<file path="src/rtl/pipe_scheduler.sv">
// pipe_scheduler: sequencer for the scrolling pipe field.
// Produces scroll_step pulses from the game tick, requests new pipes into
// free slots over a valid/ready handshake with a pseudo-random gap height,
// and tracks slot occupancy.
// Optional difficulty ramp (level / faster scroll with score) is enabled by
// defining PIPE_SCHED_RAMP_EN; without it level is 0 and the scroll divider
// is fixed at DIV_INIT.
module pipe_scheduler #(
    parameter int         NUM_PIPES     = 4,
    parameter int         PIPE_SPACING  = 200,
    parameter int         Y_MIN         = 100,
    parameter int         Y_MAX         = 380,
    parameter int         DIV_INIT      = 8,
    parameter int         DIV_MIN       = 2,
    parameter int         SPEEDUP_EVERY = 5,
    parameter logic [9:0] LFSR_SEED     = 10'h2A5
) (
    input  logic                 clk,
    input  logic                 rst,
    input  logic                 tick_en,
    input  logic [3:0]           game_state,
    input  logic                 score_inc,
    input  logic                 retire_valid,
    input  logic [2:0]           retire_slot,
    output logic                 spawn_valid,
    input  logic                 spawn_ready,
    output logic [2:0]           spawn_slot,
    output logic [9:0]           spawn_y,
    output logic                 scroll_step,
    output logic [NUM_PIPES-1:0] active_mask,
    output logic [3:0]           level
);

    localparam int DSTW = $clog2(PIPE_SPACING + 1);
    localparam int DVW  = $clog2(DIV_INIT + 1);

    localparam logic [DSTW-1:0] SPACING = DSTW'(PIPE_SPACING);
    localparam logic [DVW-1:0]  DIV_I   = DVW'(DIV_INIT);
    localparam logic [8:0]      Y_RANGE = 9'(Y_MAX - Y_MIN);
    localparam logic [9:0]      Y_BASE  = 10'(Y_MIN);

    typedef enum logic [1:0] {S_IDLE, S_RUN, S_HOLD, S_DRAIN} state_t;

    state_t                 r_state, w_state_nxt;
    logic [9:0]             r_lfsr;
    logic [DVW-1:0]         r_tick_cnt, w_tick_nxt;
    logic                   r_scroll;
    logic [DSTW-1:0]        r_dist;
    logic                   r_spawn_valid;
    logic [2:0]             r_spawn_slot;
    logic [9:0]             r_spawn_y;
    logic [NUM_PIPES-1:0]   r_mask, w_mask_nxt;

    logic                   w_gs_play, w_gs_pause, w_gs_dead, w_gs_idle;
    logic                   w_run, w_tick_wrap, w_accept, w_spawn_req, w_leave;
    logic                   w_free_any;
    logic [2:0]             w_free_idx;
    logic [8:0]             w_y_off;
    logic [9:0]             w_y;
    logic                   w_speedup;
    logic [DVW-1:0]         w_cur_div, w_div_nxt;
    logic [3:0]             w_level;

    // Unlisted game_state encodings fall back to IDLE.
    assign w_gs_play  = (game_state == 4'd1);
    assign w_gs_pause = (game_state == 4'd2);
    assign w_gs_dead  = (game_state == 4'd3);
    assign w_gs_idle  = !(w_gs_play || w_gs_pause || w_gs_dead);

    // State register.
    always_ff @(posedge clk) begin
        if (!rst) r_state <= S_IDLE;
        else      r_state <= w_state_nxt;
    end

    // Next-state decode from the game FSM's state.
    always_comb begin
        w_state_nxt = r_state;
        case (r_state)
            S_IDLE:  if (w_gs_play) w_state_nxt = S_RUN;
            S_RUN: begin
                if (w_gs_pause)     w_state_nxt = S_HOLD;
                else if (w_gs_dead) w_state_nxt = S_DRAIN;
                else if (w_gs_idle) w_state_nxt = S_IDLE;
            end
            S_HOLD: begin
                if (w_gs_play)      w_state_nxt = S_RUN;
                else if (w_gs_dead) w_state_nxt = S_DRAIN;
                else if (w_gs_idle) w_state_nxt = S_IDLE;
            end
            S_DRAIN: if (w_gs_idle) w_state_nxt = S_IDLE;
            default: w_state_nxt = S_IDLE;
        endcase
    end

    // Lowest clear slot index is the spawn target.
    always_comb begin
        w_free_any = 1'b0;
        w_free_idx = '0;
        for (int i = NUM_PIPES - 1; i >= 0; i--) begin
            if (!r_mask[i]) begin
                w_free_any = 1'b1;
                w_free_idx = 3'(i);
            end
        end
    end

    // Fold the 9-bit LFSR sample into [0, Y_RANGE); one subtract suffices
    // because Y_RANGE >= 256.
    assign w_y_off = (r_lfsr[8:0] < Y_RANGE) ? r_lfsr[8:0] : r_lfsr[8:0] - Y_RANGE;
    assign w_y     = Y_BASE + {1'b0, w_y_off};

    assign w_run       = (r_state == S_RUN);
    assign w_tick_wrap = w_run && tick_en && (r_tick_cnt == w_cur_div - DVW'(1));
    assign w_accept    = r_spawn_valid && spawn_ready;
    assign w_spawn_req = w_run && (r_dist >= SPACING) && !r_spawn_valid && w_free_any;
    assign w_leave     = (w_state_nxt == S_DRAIN) || (w_state_nxt == S_IDLE);

`ifdef PIPE_SCHED_RAMP_EN
    logic [$clog2(SPEEDUP_EVERY+1)-1:0] r_pass_cnt;
    logic [3:0]                         r_level;
    logic [DVW-1:0]                     r_cur_div;
    logic                               w_score;

    assign w_score   = score_inc && (r_state == S_RUN || r_state == S_HOLD);
    assign w_speedup = w_score && (r_pass_cnt == ($clog2(SPEEDUP_EVERY+1))'(SPEEDUP_EVERY - 1));
    assign w_div_nxt = (w_speedup && r_cur_div > DVW'(DIV_MIN)) ? r_cur_div - DVW'(1) : r_cur_div;
    assign w_cur_div = r_cur_div;
    assign w_level   = r_level;

    // Difficulty: every SPEEDUP_EVERY pipes raises level and shortens the scroll period.
    always_ff @(posedge clk) begin
        if (!rst || r_state == S_IDLE) begin
            r_pass_cnt <= '0;
            r_level    <= '0;
            r_cur_div  <= DIV_I;
        end else if (w_score) begin
            if (w_speedup) begin
                r_pass_cnt <= '0;
                if (r_level != 4'hF) r_level <= r_level + 4'd1;
                r_cur_div  <= w_div_nxt;
            end else begin
                r_pass_cnt <= r_pass_cnt + 1'b1;
            end
        end
    end
`else
    logic w_unused_score;
    assign w_unused_score = score_inc;
    assign w_speedup      = 1'b0;
    assign w_div_nxt      = DIV_I;
    assign w_cur_div      = DIV_I;
    assign w_level        = 4'd0;
`endif

    // Tick counter advances only in RUN; a shortened divider pulls an
    // out-of-range count back to 0 so the next period starts cleanly.
    always_comb begin
        w_tick_nxt = r_tick_cnt;
        if (r_state == S_IDLE)     w_tick_nxt = '0;
        else if (w_run && tick_en) w_tick_nxt = w_tick_wrap ? '0 : r_tick_cnt + DVW'(1);
        if (w_speedup && w_tick_nxt >= w_div_nxt) w_tick_nxt = '0;
    end

    // Occupancy: retire clears, accept sets afterwards so it wins on a tie.
    always_comb begin
        w_mask_nxt = r_mask;
        for (int i = 0; i < NUM_PIPES; i++) begin
            if (retire_valid && retire_slot == 3'(i)) w_mask_nxt[i] = 1'b0;
        end
        for (int i = 0; i < NUM_PIPES; i++) begin
            if (w_accept && r_spawn_slot == 3'(i)) w_mask_nxt[i] = 1'b1;
        end
    end

    // Datapath registers: LFSR, scroll timing, spawn handshake, occupancy.
    always_ff @(posedge clk) begin
        if (!rst) begin
            r_lfsr        <= LFSR_SEED;
            r_tick_cnt    <= '0;
            r_scroll      <= 1'b0;
            r_dist        <= SPACING;
            r_spawn_valid <= 1'b0;
            r_spawn_slot  <= '0;
            r_spawn_y     <= '0;
            r_mask        <= '0;
        end else begin
            r_lfsr     <= {r_lfsr[8:0], r_lfsr[9] ^ r_lfsr[6]};
            r_tick_cnt <= w_tick_nxt;
            r_scroll   <= w_tick_wrap;

            if (r_state == S_IDLE)                 r_dist <= SPACING;
            else if (w_accept)                     r_dist <= '0;
            else if (w_tick_wrap && r_dist < SPACING) r_dist <= r_dist + DSTW'(1);

            // A pending request is only dropped by a transfer or by leaving play.
            if (w_leave || w_accept) begin
                r_spawn_valid <= 1'b0;
            end else if (w_spawn_req) begin
                r_spawn_valid <= 1'b1;
                r_spawn_slot  <= w_free_idx;
                r_spawn_y     <= w_y;
            end

            r_mask <= (r_state == S_IDLE) ? '0 : w_mask_nxt;
        end
    end

    assign spawn_valid = r_spawn_valid;
    assign spawn_slot  = r_spawn_slot;
    assign spawn_y     = r_spawn_y;
    assign scroll_step = r_scroll;
    assign active_mask = r_mask;
    assign level       = w_level;

endmodule

</file>
<file path="config.mk">
export PLATFORM = sky130hd
export DESIGN_NAME = pipe_scheduler
export DESIGN_NICKNAME = d
export VERILOG_FILES = /design/src/rtl/pipe_scheduler.sv
export SDC_FILE = /design/constraint.sdc
export NUM_CORES = 1
export LEC_CHECK = 0
export ABC_AREA = 1
export BUFFER_PORTS_ARGS = -buffer_cell sky130_fd_sc_hd__clkbuf_2
export CAP_MARGIN = 15
export CELL_PAD_IN_SITES_DETAIL_PLACEMENT = 0
export CELL_PAD_IN_SITES_GLOBAL_PLACEMENT = 2
export CORE_UTILIZATION = 33
export CTS_CLUSTER_SIZE = 8
export DETAILED_ROUTE_END_ITERATION = 10
export GPL_TIMING_DRIVEN = 0
export PLACE_DENSITY = 0.88
export SKIP_CTS_REPAIR_TIMING = 1
export SYNTH_ARGS = -nofsm -noshare
export SYNTH_HDL_FRONTEND = slang
export SYNTH_SLANG_ARGS = --single-unit
</file>
<file path="constraint.sdc">
create_clock -name clk -period 3.2 [get_ports clk]
set_input_delay 0.16 -clock clk [delete_from_list [all_inputs] [get_ports clk]]
set_output_delay 0.16 -clock clk [all_outputs]
set_load 0.03 [all_outputs]
</file>
==> qor.yml, run 1 <==
gp_congestion: 0.7936
slowest_delay_ps: 400
worstPathArrival_ps: 2000
ys_seq_area_frac: 0.3896
postRouteAntennaNets: 0
fin_skew_ps: 7.668
crit_family: "simple AND/OR/NAND/NOR gates"
hold_viol: 0
power_leakage_nw: 1.330
grt_pass1_wl_um: 7534
outcome: "complete, no violations"
p_comb_frac: 0.094
coreArea_sq_um: 6314
rr_worst_depth: 13
worstPathMaxFanout: 5
rsz0062_at_grt: "no"
fin_worst_hold_slack_ps: 190.2
fmax_mhz: 555.7
clockPowerShare: 0.392
synthTopCellsByArea: "dfxtp_1, nand2_1, inv_1"
reg2reg_slack_ps: 1400
overflow: 0
cts-root-buf: "clkbuf_8"
syn_to_final_growth_pct: 16.93
drt-initial-drc-count: 63
power.switching_mw: 0.2560
timing.rr.end: "spawn_y[8]"
cpMaxStageDelayCell: "dfxtp_1"
vias: 1837
cts_buffer_depth: 2
antenna_found_initial: 0
place_area_sq_um: 2415
fill_cells: 706
htree_levels: 2
seqPwrFrac: 0.514
total_power_mw: 1.055
post_drt_via_cell_ratio: 4.223
grt_max_degree: 14
crit_top_cell: "nand2_1"
sw_frac_of_total: 0.2427
worstSetupPathType: "reg2reg"
avgSynthCellArea_sq_um: 6.809
ys_types: 32
finalSetupViolations: 0
maxSlewViolCount: 0
vdd_drop_max_uv: 188.9
internal_power_mw: 0.7989
worstSetupStartpoint: "r_lfsr[3]"
ioPinCount: 36
initial_utilization: 0.3419
path_buf_inv: 0
cts_made_buffers: 5
hold_depth: 4
drc_errors: 0
dp_hpwl_um: 3260
clk_latency_ps: 290
cp.required_ps: 3400
grt_pass1_vias: 1658
hold_end: "active_mask[2]"
fin_crit_ps: 1800
cp-end-kind: "register"
track_usage: 0.1341
synth_area_leader_cell: "dfxtp_1"
hold_path_class: "in2reg"
period_share: 0.5623
start_kind: "register"
nNetsFinal: 375
die-height_um: 82.87
synth-seq-cells: 42
clkTransAtPathRegs_ps: 90
yosysWarnings: 0
cts_tree: "built"
io_buffers: 29
min_from: "retire_slot[1]"
clock-sinks: 42
p_per_area_nw_per_um2: 418.0
syn_inst: 317
max_cap_violations: 0
antenna_cells: 0
synth.cell_area_sq_um: 2158
r2r-start: "r_lfsr[3]"
tns_ps: 0
dieArea_sq_um: 6867
final_area_sq_um: 2524
row_count: 29
routed_wl_um: 4231
drive_above_1_share: 0.1760
synthDominantCellAreaShare: 0.3896
path_cells: "ha_1 -> nor2_1 -> nand2_1 -> nand2_1 -> nand2_1 -> nand2_1 -> ha_1 -> nand2_1 -> nand3_1 -> nand2_1 -> nand2_1 -> nor2_1 -> nor2_1"
die_w_um: 82.87
wl_per_cell_um: 9.726
drt_first_pass_iters: 4
area by class of cell:
type,count,area (sq um),area share
Multi-Input combinational cell,217,1066,0.4224
Sequential cell,42,840.8,0.3332
Inverter,53,200.2,0.07933
Timing Repair Buffer,29,145.1,0.05751
Tap cell,77,96.34,0.03818
Clock buffer,5,68.82,0.02727
Buffer,9,66.31,0.02628
Clock inverter,3,40.04,0.01587
worst max-delay path by stage:
stage	to	slack, ps	cells after the start
after CTS	r_dist[1]	1370	6
final	spawn_y[8]	1400	13
after detailed placement	r_dist[1]	1390	6
after floorplan	spawn_y[8]	1600	13
after global placement	spawn_y[8]	1390	13
after global routing	r_dist[1]	1090	6
worst register-to-register path, delay by kind of cell (launching register included):
family,cells,cell delay (ps)
adders and majority gates,2,410
DFF,1,400
and+or+nand+nor,11,900
routing by layer:
metal / part of all wire / vias to the layer above / global-route usage / wire length, um
met4: 0.013 / 0 / 0.04232 / 56
met5: 0 / - / 0 / 0
met3: 0.035 / 6 / 0.03678 / 148
met1: 0.53 / 755 / 0.1848 / 2228
li1: - / 1046 / - / -
met2: 0.43 / 30 / 0.2027 / 1799
cell usage in the layout, fill, tap and decap left out, types with 2 or more instances in the layout:
| cell | Yosys | routed |
|---|---|---|
| nand2_1 | 87 | 87 |
| inv_1 | 49 | 49 |
| dfxtp_1 | 42 | 42 |
| nor2_1 | 39 | 39 |
| clkbuf_2 | 0 | 29 |
| nand3_1 | 25 | 25 |
| a21oi_1 | 13 | 13 |
| o21ai_0 | 10 | 10 |
| buf_4 | 6 | 6 |
| xor2_1 | 5 | 5 |
| ha_1 | 5 | 5 |
| conb_1 | 1 | 5 |
| clkbuf_8 | 0 | 5 |
| nand4_1 | 4 | 4 |
| o21ai_1 | 3 | 3 |
| nor2_4 | 3 | 3 |
| nand2_4 | 3 | 3 |
| clkinv_2 | 1 | 3 |
| inv_2 | 2 | 2 |
| buf_2 | 2 | 2 |
| or2_2 | 2 | 2 |
| nor3_1 | 2 | 2 |
| a31oi_1 | 2 | 2 |
sequential cells by signal, indices dropped and copies added, names as in the netlist:
signal,cells
r_state,2
r_lfsr,10
scroll_step,1
spawn_y,10
active_mask,4
spawn_valid,1
spawn_slot,2
r_tick_cnt,4
r_dist,8
kinds of logic (layout without fill, tap and decap cells):
logic type | Yosys count | after routing | synth area share
AOI/OAI and AO/OA | 31 | 31 | 0.07942
xor gates and xnor gates | 5 | 5 | 0.02029
adders and majority gates | 5 | 5 | 0.02899
buffers and inverters | 62 | 99 | 0.1235
DFF | 42 | 42 | 0.3896
other | 1 | 5 | 0.001737
and+or+nand+nor | 171 | 171 | 0.3565
power by group through the flow:
stage | registers [mW] | clock network (mW) | logic (mW)
after floorplan | 0.555 | 0 | 0.0736
after global placement | 0.554 | 0 | 0.0997
after detailed placement | 0.554 | 0 | 0.0990
after CTS | 0.542 | 0.434 | 0.0997
after global routing | 0.544 | 0.457 | 0.115
final | 0.542 | 0.414 | 0.0988
through the flow:
stage / util / cells / setup WS, ps
2_1_floorplan: - / 321 / 1603
3_3_place_gp: 0.3825 / 427 / 1387
3_5_place_dp: 0.3825 / 427 / 1390
4_1_cts: 0.3997 / 435 / 1368
5_1_grt: 0.3997 / 435 / 1095
6_report: 0.3997 / 435 / 1400
Yosys cell counts:
cell	n
nand2_1	87
inv_1	49
dfxtp_1	42
nor2_1	39
nand3_1	25
a21oi_1	13
o21ai_0	10
buf_4	6
ha_1	5
xor2_1	5
nand4_1	4
nand2_4	3
nor2_4	3
o21ai_1	3
a31oi_1	2
buf_2	2
inv_2	2
nor3_1	2
or2_2	2
a21boi_0	1
a21oi_2	1
buf_6	1
clkinv_1	1
clkinv_2	1
conb_1	1
nand2_2	1
nand3b_1	1
nand4_2	1
nor2_2	1
nor3_4	1
nor3b_1	1
o211ai_2	1
Power figures use the tool's default switching activity.
==> inputs of run 2 (changes only) <==
--- a/config.mk
+++ b/config.mk
@@ -10,11 +10,11 @@
 export CAP_MARGIN = 15
 export CELL_PAD_IN_SITES_DETAIL_PLACEMENT = 0
 export CELL_PAD_IN_SITES_GLOBAL_PLACEMENT = 2
-export CORE_UTILIZATION = 33
+export CORE_UTILIZATION = 30
 export CTS_CLUSTER_SIZE = 8
 export DETAILED_ROUTE_END_ITERATION = 10
 export GPL_TIMING_DRIVEN = 0
-export PLACE_DENSITY = 0.88
+export PLACE_DENSITY = 0.82
 export SKIP_CTS_REPAIR_TIMING = 1
 export SYNTH_ARGS = -nofsm -noshare
 export SYNTH_HDL_FRONTEND = slang
==> constraint.sdc (replaced) <==
create_clock -name clk -period 1.9 [get_ports clk]
set_input_delay 0.095 -clock clk [delete_from_list [all_inputs] [get_ports clk]]
set_output_delay 0.095 -clock clk [all_outputs]
set_load 0.03 [all_outputs]
==> run 2 against run 1 <==
Effect of this change:
- register-to-register slack got worse by 1200 ps
- design area up 3.0%
- critical endpoint unchanged
- sequential cell count unchanged
- die area rose by 9.8%
- largest power group unchanged
- clock-buffer cell count increased by 1
- highest routed layer unchanged
==> qor.yml, run 2 (same netlist as run 1, synthesis figures left out) <==
post_drt_via_cell_ratio: 4.139  # -2.0%
ioPinCount: 36  # unchanged
worstPathArrival_ps: 1900  # -100 ps
tns_ps: 0  # unchanged
timing.rr.end: "spawn_y[8]"
overflow: 0  # unchanged
hold_depth: 4  # unchanged
reg2reg_slack_ps: 190  # -1210 ps
fin_skew_ps: 1.328  # -6.340 ps
htree_levels: 2  # unchanged
placed_cells: 446  # +4.4%
coreArea_sq_um: 6869  # +8.8%
worstSetupPathType: "reg2reg"
drc_errors: 0  # unchanged
min_from: "retire_slot[0]"
track_usage: 0.1276  # -0.006437
syn_to_final_growth_pct: 20.41
max_cap_violations: 0  # unchanged
grt_pass1_vias: 1716  # +3.5%
fill_cells: 751  # +6.4%
fmax_mhz: 584.9  # +5.3%
p_per_area_nw_per_um2: 755.0  # +81%
vdd_drop_max_uv: 291.9  # +54%
clkTransAtPathRegs_ps: 80  # about the same
wl_per_cell_um: 9.458  # -2.8%
hold_viol: 0  # unchanged
rr_worst_depth: 12  # -1
dp_hpwl_um: 3284  # +0.73%
finalSetupViolations: 0  # unchanged
routed_wl_um: 4294  # +1.5%
clock-sinks: 42  # unchanged
antenna_found_initial: 0  # unchanged
antenna_cells: 0  # unchanged
cts_tree: "built"
io_buffers: 29  # unchanged
fin_cells: 454  # +4.4%
period_share: 0.8998  # +0.3375
hold_end: "active_mask[3]"
worstPathMaxFanout: 5  # unchanged
cts_buffer_depth: 2  # unchanged
cp-end-kind: "register"
hold_path_class: "in2reg"
postRouteAntennaNets: 0  # unchanged
fin_crit_ps: 1710  # -89.82 ps
mostFrequentLayoutCells: "nand2_1, inv_1, dfxtp_1, nor2_1, clkbuf_2"
power_leakage_nw: 1.343  # +0.95%
row_count: 30  # +3.4%
cp.required_ps: 2090  # -1310 ps
clk_latency_ps: 290  # about the same
rsz0062_at_grt: "no"
start_kind: "register"
vias: 1879  # +2.3%
gp_congestion: 0.7634  # -3.8%
dieArea_sq_um: 7538  # +9.8%
outcome: "complete, no violations"
nNetsFinal: 375  # unchanged
cts-root-buf: "clkbuf_8"
drt_first_pass_iters: 6  # +2
die-height_um: 86.82  # +4.8%
cts_made_buffers: 5  # unchanged
grt_pass1_wl_um: 7486  # -0.64%
grt_max_degree: 14  # unchanged
drt-initial-drc-count: 53  # -16%
r2r-start: "r_lfsr[3]"
initial_utilization: 0.3142  # -0.02765
drive_above_1_share: 0.1955  # +0.01955
die_w_um: 86.82  # +4.8%
maxSlewViolCount: 0  # unchanged
final_common_cell: "nand2_1"
run 2: worst max-delay path, stage by stage, from the launching register on:
cell and delay, ps:
dfxtp_4 370, ha_2 190, nor2_2 110, nand2_2 90, nand3b_1 90, nand2_1 80
ha_1 200, nand2_1 90, nand3_1 100, nand2_1 70, nand2_1 50, nor2_1 120
nor2_1 60
run 2: stage by stage:
stage                     instance area (sq um)  setup slack [ps]  power [mW]  hold slack (ps)    util
final                                      2599             190.3       1.962            117.5  0.3783
after detailed placement                   2439             82.60       1.101            418.5  0.3550
after global routing                       2599             19.78       2.065            119.7  0.3783
after floorplan                            2173             302.7       1.059            282.3       -
after global placement                     2439             71.76       1.102            415.8  0.3550
after CTS                                  2581             61.66       1.997            110.5  0.3758
run 2: final cells by class:
cell class	count	area, sq um	share of cell area
buffer	9	66.31	0.02552
timing repair buffer	29	145.1	0.05585
sequential	42	845.8	0.3255
clock inverter	2	60.06	0.02311
multi-input combinational	217	1079	0.4150
tap	96	120.1	0.04622
clock buffer	6	82.58	0.03178
inverter	53	200.2	0.07703
run 2: worst max path at each step:
stage	from	endpoint	slack [ps]	cells after the start
detailed placement	r_lfsr[3]	spawn_y[8]	80	13
finish	r_lfsr[3]	spawn_y[8]	190	12
floorplan	r_lfsr[3]	spawn_y[8]	300	13
CTS	r_lfsr[3]	spawn_y[8]	60	13
global route	r_lfsr[3]	spawn_y[8]	20	12
global placement	r_lfsr[3]	spawn_y[8]	70	13
run 2: metal layers:
metal / vias to the layer above / share of wire / track usage
met1: 799 / 0.50 / 0.1613
li1: 1045 / - / -
met5: - / 0 / 0
met4: 0 / 0.015 / 0.05000
met2: 30 / 0.44 / 0.2076
met3: 5 / 0.036 / 0.03238
run 2: where the power goes:
group | total (mW) | switching, mW | internal [mW]
clock network | 0.880 | 0.319 | 0.561
registers | 0.913 | 0.0158 | 0.898
logic | 0.169 | 0.107 | 0.0620
